## src/rtl/ps2_kbd_ctrl.sv

```systemverilog
// PS/2 keycode capture with decoder ack handshake, optional typematic repeat filter and FWFT FIFO.
// Latency: valid@N -> ack and FIFO entry visible at N+2; a full FIFO drops the code and sets sticky overflow.
module ps2_kbd_ctrl #(
    parameter int FIFO_DEPTH     = 8,
    parameter int HOLDOFF_CYCLES = 12500000,
    parameter int KEY_W          = 24
) (
    input  logic                          clk,
    input  logic                          reset,
    input  logic                          kbd_valid,
    input  logic [KEY_W-1:0]              kbd_keycode,
    output logic                          kbd_ack,
    input  logic                          repeat_filter_en,
    input  logic                          rd_req,
    output logic [KEY_W-1:0]              rd_data,
    output logic                          rd_empty,
    output logic [$clog2(FIFO_DEPTH):0]   fifo_count,
    output logic                          overflow,
    input  logic                          ovf_clear
);

    localparam int AW = $clog2(FIFO_DEPTH);
    localparam int HW = $clog2(HOLDOFF_CYCLES + 1);
    localparam logic [AW:0]   DEPTH_C = (AW+1)'(FIFO_DEPTH);
    localparam logic [HW-1:0] HOLD_C  = HW'(HOLDOFF_CYCLES);

    typedef enum logic [1:0] {IDLE, CAPTURE, ACK, WAIT_CLR} state_t;

    state_t            state_q;
    logic              ack_q;
    logic [KEY_W-1:0]  cap_q;
    logic [KEY_W-1:0]  last_q;
    logic [HW-1:0]     hold_q, hold_d;
    logic [KEY_W-1:0]  mem_q [FIFO_DEPTH];
    logic [AW-1:0]     wr_ptr_q, rd_ptr_q;
    logic [AW:0]       count_q, count_d;
    logic              ovf_q;

    logic drop, push_req, full, do_pop, do_push, ovf_set;

    always_comb begin
        drop     = repeat_filter_en && (cap_q == last_q) && (hold_q != '0);
        push_req = (state_q == CAPTURE) && !drop;
        full     = (count_q == DEPTH_C);
        do_pop   = rd_req && (count_q != '0);
        // A pop in the same cycle frees the slot a full FIFO would otherwise refuse.
        do_push  = push_req && (!full || do_pop);
        ovf_set  = push_req && full && !do_pop;

        count_d = count_q;
        if (do_push && !do_pop) begin
            count_d = count_q + 1'b1;
        end else if (do_pop && !do_push) begin
            count_d = count_q - 1'b1;
        end

        hold_d = hold_q;
        if (state_q == CAPTURE) begin
            hold_d = HOLD_C;
        end else if (hold_q != '0) begin
            hold_d = hold_q - 1'b1;
        end
    end

    always_ff @(posedge clk) begin
        if (reset) begin
            state_q <= IDLE;
            ack_q   <= 1'b0;
            cap_q   <= '0;
        end else begin
            case (state_q)
                IDLE: begin
                    if (kbd_valid) begin
                        cap_q   <= kbd_keycode;
                        state_q <= CAPTURE;
                    end
                end
                CAPTURE: begin
                    state_q <= ACK;
                    ack_q   <= 1'b1;
                end
                ACK: begin
                    state_q <= WAIT_CLR;
                    ack_q   <= 1'b0;
                end
                WAIT_CLR: begin
                    if (!kbd_valid) begin
                        state_q <= IDLE;
                    end
                end
                default: begin
                    state_q <= IDLE;
                    ack_q   <= 1'b0;
                end
            endcase
        end
    end

    always_ff @(posedge clk) begin
        if (reset) begin
            last_q   <= '0;
            hold_q   <= '0;
            wr_ptr_q <= '0;
            rd_ptr_q <= '0;
            count_q  <= '0;
            ovf_q    <= 1'b0;
        end else begin
            if (state_q == CAPTURE) begin
                last_q <= cap_q;
            end
            hold_q  <= hold_d;
            count_q <= count_d;
            if (do_push) begin
                wr_ptr_q <= wr_ptr_q + 1'b1;
            end
            if (do_pop) begin
                rd_ptr_q <= rd_ptr_q + 1'b1;
            end
            if (ovf_set) begin
                ovf_q <= 1'b1;
            end else if (ovf_clear) begin
                ovf_q <= 1'b0;
            end
        end
    end

    always_ff @(posedge clk) begin
        if (do_push) begin
            mem_q[wr_ptr_q] <= cap_q;
        end
    end

    // Gating with reset keeps the decoder from seeing an ack for a capture that reset discards.
    assign kbd_ack    = ack_q && !reset;
    assign rd_empty   = (count_q == '0);
    assign rd_data    = rd_empty ? '0 : mem_q[rd_ptr_q];
    assign fifo_count = count_q;
    assign overflow   = ovf_q;

endmodule

```

## config.mk

```make
export PLATFORM = sky130hd
export DESIGN_NAME = ps2_kbd_ctrl
export DESIGN_NICKNAME = d
export VERILOG_FILES = /design/src/rtl/ps2_kbd_ctrl.sv
export SDC_FILE = /design/constraint.sdc
export NUM_CORES = 1
export LEC_CHECK = 0
export BUFFER_PORTS_ARGS = -buffer_cell sky130_fd_sc_hd__buf_2
export CORE_ASPECT_RATIO = 0.7
export CORE_MARGIN = 2
export CORE_UTILIZATION = 45
export CTS_BUF_LIST = sky130_fd_sc_hd__clkbuf_16
export DETAILED_ROUTE_END_ITERATION = 10
export HOLD_SLACK_MARGIN = 0.1
export MAX_ROUTING_LAYER = met4
export PLACE_DENSITY = 0.6
export SYNTH_ARGS = -nofsm -noshare
export SYNTH_HDL_FRONTEND = slang
export SYNTH_SLANG_ARGS = --single-unit
```

## constraint.sdc

```tcl
create_clock -name clk -period 6.75 [get_ports clk]
set_clock_uncertainty 0.05 [all_clocks]
set_input_delay 2.025 -clock clk [delete_from_list [all_inputs] [get_ports clk]]
set_output_delay 2.025 -clock clk [all_outputs]
set_load 0.01 [all_outputs]
```

=== After elaboration in Yosys (flattened, before gate mapping) ===
Memory sizes are Yosys's and may differ from the RTL's. A register that Yosys moved wholly into a read port is not among the register bits.
Index checks and enable logic that the tools add are counted.

* Register bits: 86
* Bits in writable memories: 192
* Bits of input ports: 30
* Logic and storage cells: 65
* Memories: 1

* $add $sub $neg: 5
* Equal/unequal tests: 7
* Muxes and demuxes: 15
* Reduce and logical (&&, ||, !) cells: 27

{| class="wikitable"
|+ Memory list
! name !! words !! bits a word !! rd ports !! clocked after Yosys merged registers in !! write ports !! line !! RTL
|-
| mem_q || 8 || 24 || 1 || 1 || 1 || 34 || <nowiki>logic [KEY_W-1:0] mem_q [FIFO_DEPTH];</nowiki>
|}

{| class="wikitable"
|+ Operators by type and width
! cell !! number
|-
| $mux W24 || 3
|-
| $eq A24 B24 Y1 || 1
|-
| $reduce_bool A24 Y1 || 1
|-
| $sub A24 B1 Y24 const B || 1
|-
| $logic_and A1 B1 Y1 || 10
|-
| $mux W4 || 2
|-
| $pmux W2 S4 || 1
|-
| $reduce_bool A2 Y1 || 4
|-
| $add A3 B1 Y3 const B || 2
|-
| $mux W3 || 2
|-
| $logic_not A1 Y1 || 5
|-
| $add A4 B1 Y4 const B || 1
|-
| $eq A2 B2 Y1 const B || 2
|-
| $eq A4 B4 Y1 const B || 1
|-
| $logic_not A4 Y1 || 1
|-
| $mux W1 || 4
|-
| $mux W2 || 2
|-
| $ne A2 B2 Y1 const B || 2
|-
| $reduce_and A2 Y1 || 2
|-
| $reduce_bool A4 Y1 || 1
|-
| $sub A4 B1 Y4 const B || 1
|-
| $eq A2 B1 Y1 const B || 1
|-
| $logic_not A2 Y1 || 1
|-
| $pmux W1 S2 || 1
|-
| 2 further kinds || 2
|}

=== Longest topological paths before layout ===
Gate-level depths: netlist (run 1).

* Depth after elaboration: 10
* Mapped depth: 15

=== Worst setup path before layout (run 1) ===
No wires, ideal clock.

* Kind: input to register
* Start: in rd_req
* End: mem mem_q[2][0], enable pin
* Library setup time: 466 ps
* Arrival time: 4926 ps
* Required time: 6234 ps
* Path slack: 1308 ps
* Cell stages on the path: 4
* Path buffers: 1
* Path through: nand2b_1 > o21ai_1 > clkbuf_1 > nor4_1

* Cells in the longest elaborated chain, start to end: 5

{| class="wikitable"
|+ Ends and longest elaborated chain
! item !! line !! RTL
|-
| start, declared || 14 || <nowiki>input logic rd_req,</nowiki>
|-
| $logic_and A1 B1 Y1 || 45 || <nowiki>do_pop = rd_req && (count_q != '0);</nowiki>
|-
| $logic_or A1 B1 Y1 || 47 || <nowiki>do_push = push_req && (!full || do_pop);</nowiki>
|-
| $logic_and A1 B1 Y1 || 47 ||
|-
| $mux W1 || 128 || <nowiki>if (do_push) begin</nowiki>
|-
| $mux W1 (implied by the code) || 129 || <nowiki>mem_q[wr_ptr_q] <= cap_q;</nowiki>
|-
| end, declared || 34 ||
|}

No other way between the ends.

==> reports/metrics.cfg, run 1 <==
[status]
status=completed

[final_layout]
syn_to_final_growth_pct=13.5
stdcell_area_um2=12900
final_common_cell=edfxtp_1
layout.nets=877
layout-drive-gt1-share_pct=22.7
final_util_pct=52.3
num_antenna_cells=0
final_cell_mix=192 x edfxtp_1, 87 x dfxtp_1, 79 x nor2_1
fillers=2035

[sta]
hold_viol_final=0
grt_setup_unrepaired=no
fin_crit_sh_pct=70.7
fmax_mhz=210
holdWs_ns=0.446
finalSetupViolCount=0
tightest_slew_ns=1.12
period_needed_ns=4.77
slew_headroom_pct=24.9
tns_ns=0
drv_slew=0

[logic_synthesis]
ys_seq_area_share_pct=66.2
syn_nets=812
ys.flop_type=edfxtp_1
ys_seq_elements=281
synth_cell_types=49
synth_edf_count=192
syn_area_per_cell_um2=14.8
synthCells=769
yosys_warnings=0
synthArstFlopShare_pct=0
synth_area_um2=11400

[clock_network]
cts_tree=yes
cts_setup_buffers=0
htree_levels=1
cts.repair.resized=0
cts_buffer_depth=3
cts_sinks=281
cts_hold_buf=0
clk-insertion-delay-late_ns=0.53
cts-root-buf=clkbuf_16
clk_pin_slew_worst_paths_ns=0.06
cts_buffers=27

[power_and_ir_drop]
powerDensity_nw_per_um2=419
switching_power_w=0.00180
intPower_w=0.00362
seqPwrFrac_pct=44.9
comb_power_share_pct=29.7
ir_drop_mv=0.322
power.total_w=0.00542
p_leak_nw=4.49
p_sw_share_pct=33.3
pwr-share-clk_pct=25.5

[worst_hold_path]
hold_end=hold_q[22]
holdPathStages=2
hold_class=reg -> reg
min_from=hold_q[22]

[setup_path]
end_kind=output port
worstPathRequired_ns=4.68
arrival_ns=2.70
r2r-start=hold_q[11]
r2r_cells=14
r2r-end=fifo_count[3]
critPathKind=reg -> out
r2r_slack_ns=2.63
cp-start-kind=flop
worstPathMaxFanout=48

[detailed_routing]
drc=0
routed_wl_um=24700
wl_per_cell_um=21.0
initialDrtViolationCount=554
firstDrtPassIters=5
drtAntennaViolNets=0
vias_per_cell=5.61
num_vias=6622

[place]
port_buffers=60
dp_hpwl_um=14600
placed_cell_area_um2=12100
place_congestion=0.768

[global_routing]
grt.total_usage_pct=19.5
grt_pass1_wl_um=38400
antenna_found_initial=0
grt_overflow=0
grt_pass1_vias=6833
grt_start_max_net_pins=82

[floorplan]
core-area_um2=24700
ios=61
start_util_pct=46.1
floorplan.die.width_um=194
dieArea_um2=26600
num_rows=48
die_y_um=137

[flow_run]
cap_viol_max_count=0

## worst max-delay path, cell delays in order, from the launching register on
cell and delay (ns):
dfxtp_4 1.02, mux4_2 0.61, mux2i_1 0.23, nor2_1 0.10, buf_2 0.17
## synthesized netlist by cell type (8+ instances only)
| master | number | area (µm²) |
|---|---|---|
| edfxtp_1 | 192 | 5770 |
| dfxtp_1 | 89 | 1780 |
| nor2_1 | 80 | 300 |
| nand2_1 | 52 | 195 |
| mux2i_1 | 51 | 510 |
| mux4_2 | 48 | 1080 |
| a21oi_1 | 42 | 210 |
| xor2_1 | 28 | 245 |
| clkbuf_1 | 24 | 90.1 |
| xnor2_1 | 20 | 175 |
| buf_1 | 13 | 48.8 |
| ha_1 | 12 | 150 |
| nor4_1 | 12 | 75.1 |
| nand4_1 | 11 | 68.8 |
| inv_1 | 10 | 37.5 |
| or4_1 | 8 | 60.1 |
## worst max-delay path by stage
stage | depth (start not counted) | slack (ns) | from | to
6_report | 4 | 1.98 | flop | rd_data[0]
5_1_grt | 4 | 1.74 | flop | rd_data[0]
4_1_cts | 4 | 1.86 | flop | rd_data[17]
3_5_place_dp | 14 | 1.93 | repeat_filter_en | fifo_count[3]
3_3_place_gp | 14 | 1.97 | repeat_filter_en | fifo_count[3]
2_1_floorplan | 4 | 1.31 | rd_req | mem_q[2][0]
## power by group through the flow
stage	clock (W)	sequential, W	combinational [W]
2_1_floorplan	0	0.00233	0.00122
3_3_place_gp	0	0.00244	0.00157
3_5_place_dp	0	0.00247	0.00161
4_1_cts	0.00141	0.00244	0.00162
5_1_grt	0.00148	0.00248	0.00175
6_report	0.00138	0.00243	0.00161
## state kept, by name, summed over array words and instances, names as in the netlist, named ones only
signal,cells
fifo_count,4
wr_ptr_q,3
hold_q,24
mem_q,192
ack_q,1
last_q,24
rd_ptr_q,3
overflow,1
state_q,2
cap_q,24
## layout make-up
cell class | count | area (µm²) | area share [%]
sequential | 281 | 7550 | 58.4
multi-input combinational | 434 | 3680 | 28.5
clock buffer | 27 | 676 | 5.22
timing repair buffer | 80 | 450 | 3.48
tap | 325 | 407 | 3.14
clock inverter | 23 | 126 | 0.977
inverter | 10 | 37.5 | 0.290
## per-stage QoR
step	cells	setup slack, ns
after global placement	1130	1.97
after CTS	1180	1.86
after global routing	1180	1.74
after detailed placement	1130	1.93
after floorplan	769	1.31
final	1180	1.98
## layer usage
metal	share of wire, %	global-route usage [%]	vias up
met5	0	-	-
met4	1.5	3.58	0
met3	5.3	2.76	26
met2	47	32.0	188
met1	46	26.4	3383
li1	-	-	3025
## kinds of logic (layout without fill, tap and decap cells)
| kind of cell | count (synthesis) | count (layout) | synth area share (%) |
|---|---|---|---|
| AO/OA/AOI/OAI | 70 | 70 | 3.95 |
| XOR/XNOR | 48 | 48 | 3.69 |
| adder cells (fa/ha/maj) | 13 | 13 | 1.49 |
| buffers and inverters | 54 | 140 | 1.97 |
| flip-flops | 281 | 281 | 66.2 |
| multiplexers | 99 | 99 | 14.0 |
| AND/OR/NAND/NOR | 204 | 204 | 8.70 |
(Power assumes the default switching activity.)
==> inputs of run 2 (changes only) <==
PLACE_DENSITY = 0.62   (was 0.6)
clock period = 4.3 ns   (was 6.75 ns; I/O delays follow)
==> reports/metrics.cfg, run 2 (same netlist as run 1, synthesis figures left out) <==
[detailed_routing]
wl_per_cell_um=20.8
vias_per_cell=5.53
initialDrtViolationCount=466
drc=0
firstDrtPassIters=4
drtAntennaViolNets=0
routed_wl_um=24800
num_vias=6598

[floorplan]
core-area_um2=24700
die_y_um=137
ios=61
dieArea_um2=26600
start_util_pct=46.1
floorplan.die.width_um=194
num_rows=48

[clock_network]
cts_buffers=27
cts_hold_buf=0
cts.repair.resized=0
cts_tree=yes
cts-root-buf=clkbuf_16
clk_pin_slew_worst_paths_ns=0.07
cts_buffer_depth=3
clk-insertion-delay-late_ns=0.53
cts_sinks=281
htree_levels=1
cts_setup_buffers=0

[final_layout]
layout.nets=891
final_common_cell=edfxtp_1
layout-drive-gt1-share_pct=24.1
syn_to_final_growth_pct=14.7
stdcell_area_um2=13100
num_antenna_cells=0
largest_reg_flops=192
stdcell_count=1193
largest-register=mem_q
final_cell_mix=192 x edfxtp_1, 87 x dfxtp_1, 79 x nor2_1

[power_and_ir_drop]
ir_drop_mv=0.403
p_leak_nw=4.57
powerDensity_nw_per_um2=658

[sta]
slew_headroom_pct=25.4
tns_ns=0
hold_viol_final=0
finalSetupViolCount=0
grt_setup_unrepaired=no
drv_slew=0
fmax_mhz=257
period_needed_ns=3.90
tightest_slew_ns=1.12
fin_crit_sh_pct=90.6

[setup_path]
r2r_slack_ns=0.40
r2r-start=hold_q[11]
cp-start-kind=flop
worstPathMaxFanout=21
end_kind=flop
arrival_ns=4.30
critPathLaunch=hold_q[11]
critPathKind=reg -> reg
worstPathRequired_ns=4.70

[global_routing]
grt_overflow=0
grt_start_max_net_pins=82
antenna_found_initial=0
grt_pass1_wl_um=39100
grt_pass1_vias=6908
grt.total_usage_pct=19.7

[place]
port_buffers=60
place_congestion=0.775
dp.cells=1144
dp_hpwl_um=15200
placed_cell_area_um2=12200

[status]
status=completed

[worst_hold_path]
hold_class=reg -> reg
min_from=hold_q[22]

[flow_run]
cap_viol_max_count=0

==> run 2: final timing paths <==
check                                     end  cells past startpoint
worst max register to register  fifo_count[3]                     13
worst min register to register     hold_q[22]                      2
worst min-delay path               hold_q[22]                      2
worst max-delay path            fifo_count[3]                     13
==> run 2: final cells by class <==
cell class                      count  area [µm²]
Sequential cell                   281        7550
Tap cell                          325         407
Inverter                           10        37.5
Timing Repair Buffer               94         568
Fill cell                        2022       11700
Multi-Input combinational cell    434        3680
Clock inverter                     21         121
Clock buffer                       28         701
==> run 2: metal layers <==
metal	GRT usage (%)	vias to the layer above	part of all wire, %
met5	-	-	0
met4	4.21	0	1.7
met3	3.03	34	5.2
met2	31.3	184	46
met1	27.2	3332	47
li1	-	3048	-
==> run 2: power by group <==
group / total [W] / internal (W) / switching, W / leakage, nW
Clock: 0.00219 / 0.00123 / 0.000955 / 0.435
Combinational: 0.00270 / 0.00114 / 0.00156 / 1.63
Sequential: 0.00371 / 0.00338 / 0.000329 / 2.51
Total: 0.00860 / 0.00576 / 0.00284 / 4.57
==> run 2: stage by stage <==
stage	util (%)	hold slack, ns	total power, W	worst slack (ns)
2_1_floorplan	-	0.401	0.00558	-0.471
3_3_place_gp	49.5	0.414	0.00635	0.405
3_5_place_dp	49.5	0.422	0.00648	0.397
4_1_cts	52.8	0.449	0.00867	0.424
5_1_grt	52.8	0.475	0.00907	0.116
6_report	52.8	0.450	0.00860	0.404
==> run 2: worst max-delay path: stages (launching register included) <==
cell      delay, ns
dfxtp_1        0.34
or4_1          0.71
or4_4          0.76
o211ai_4       0.29
nor3_2         0.08
nor2_1         0.15
ha_1           0.21
inv_1          0.10
ha_1           0.27
a21o_1         0.17
a21oi_1        0.17
xnor2_1        0.09
or3_1          0.30
a21oi_1        0.14
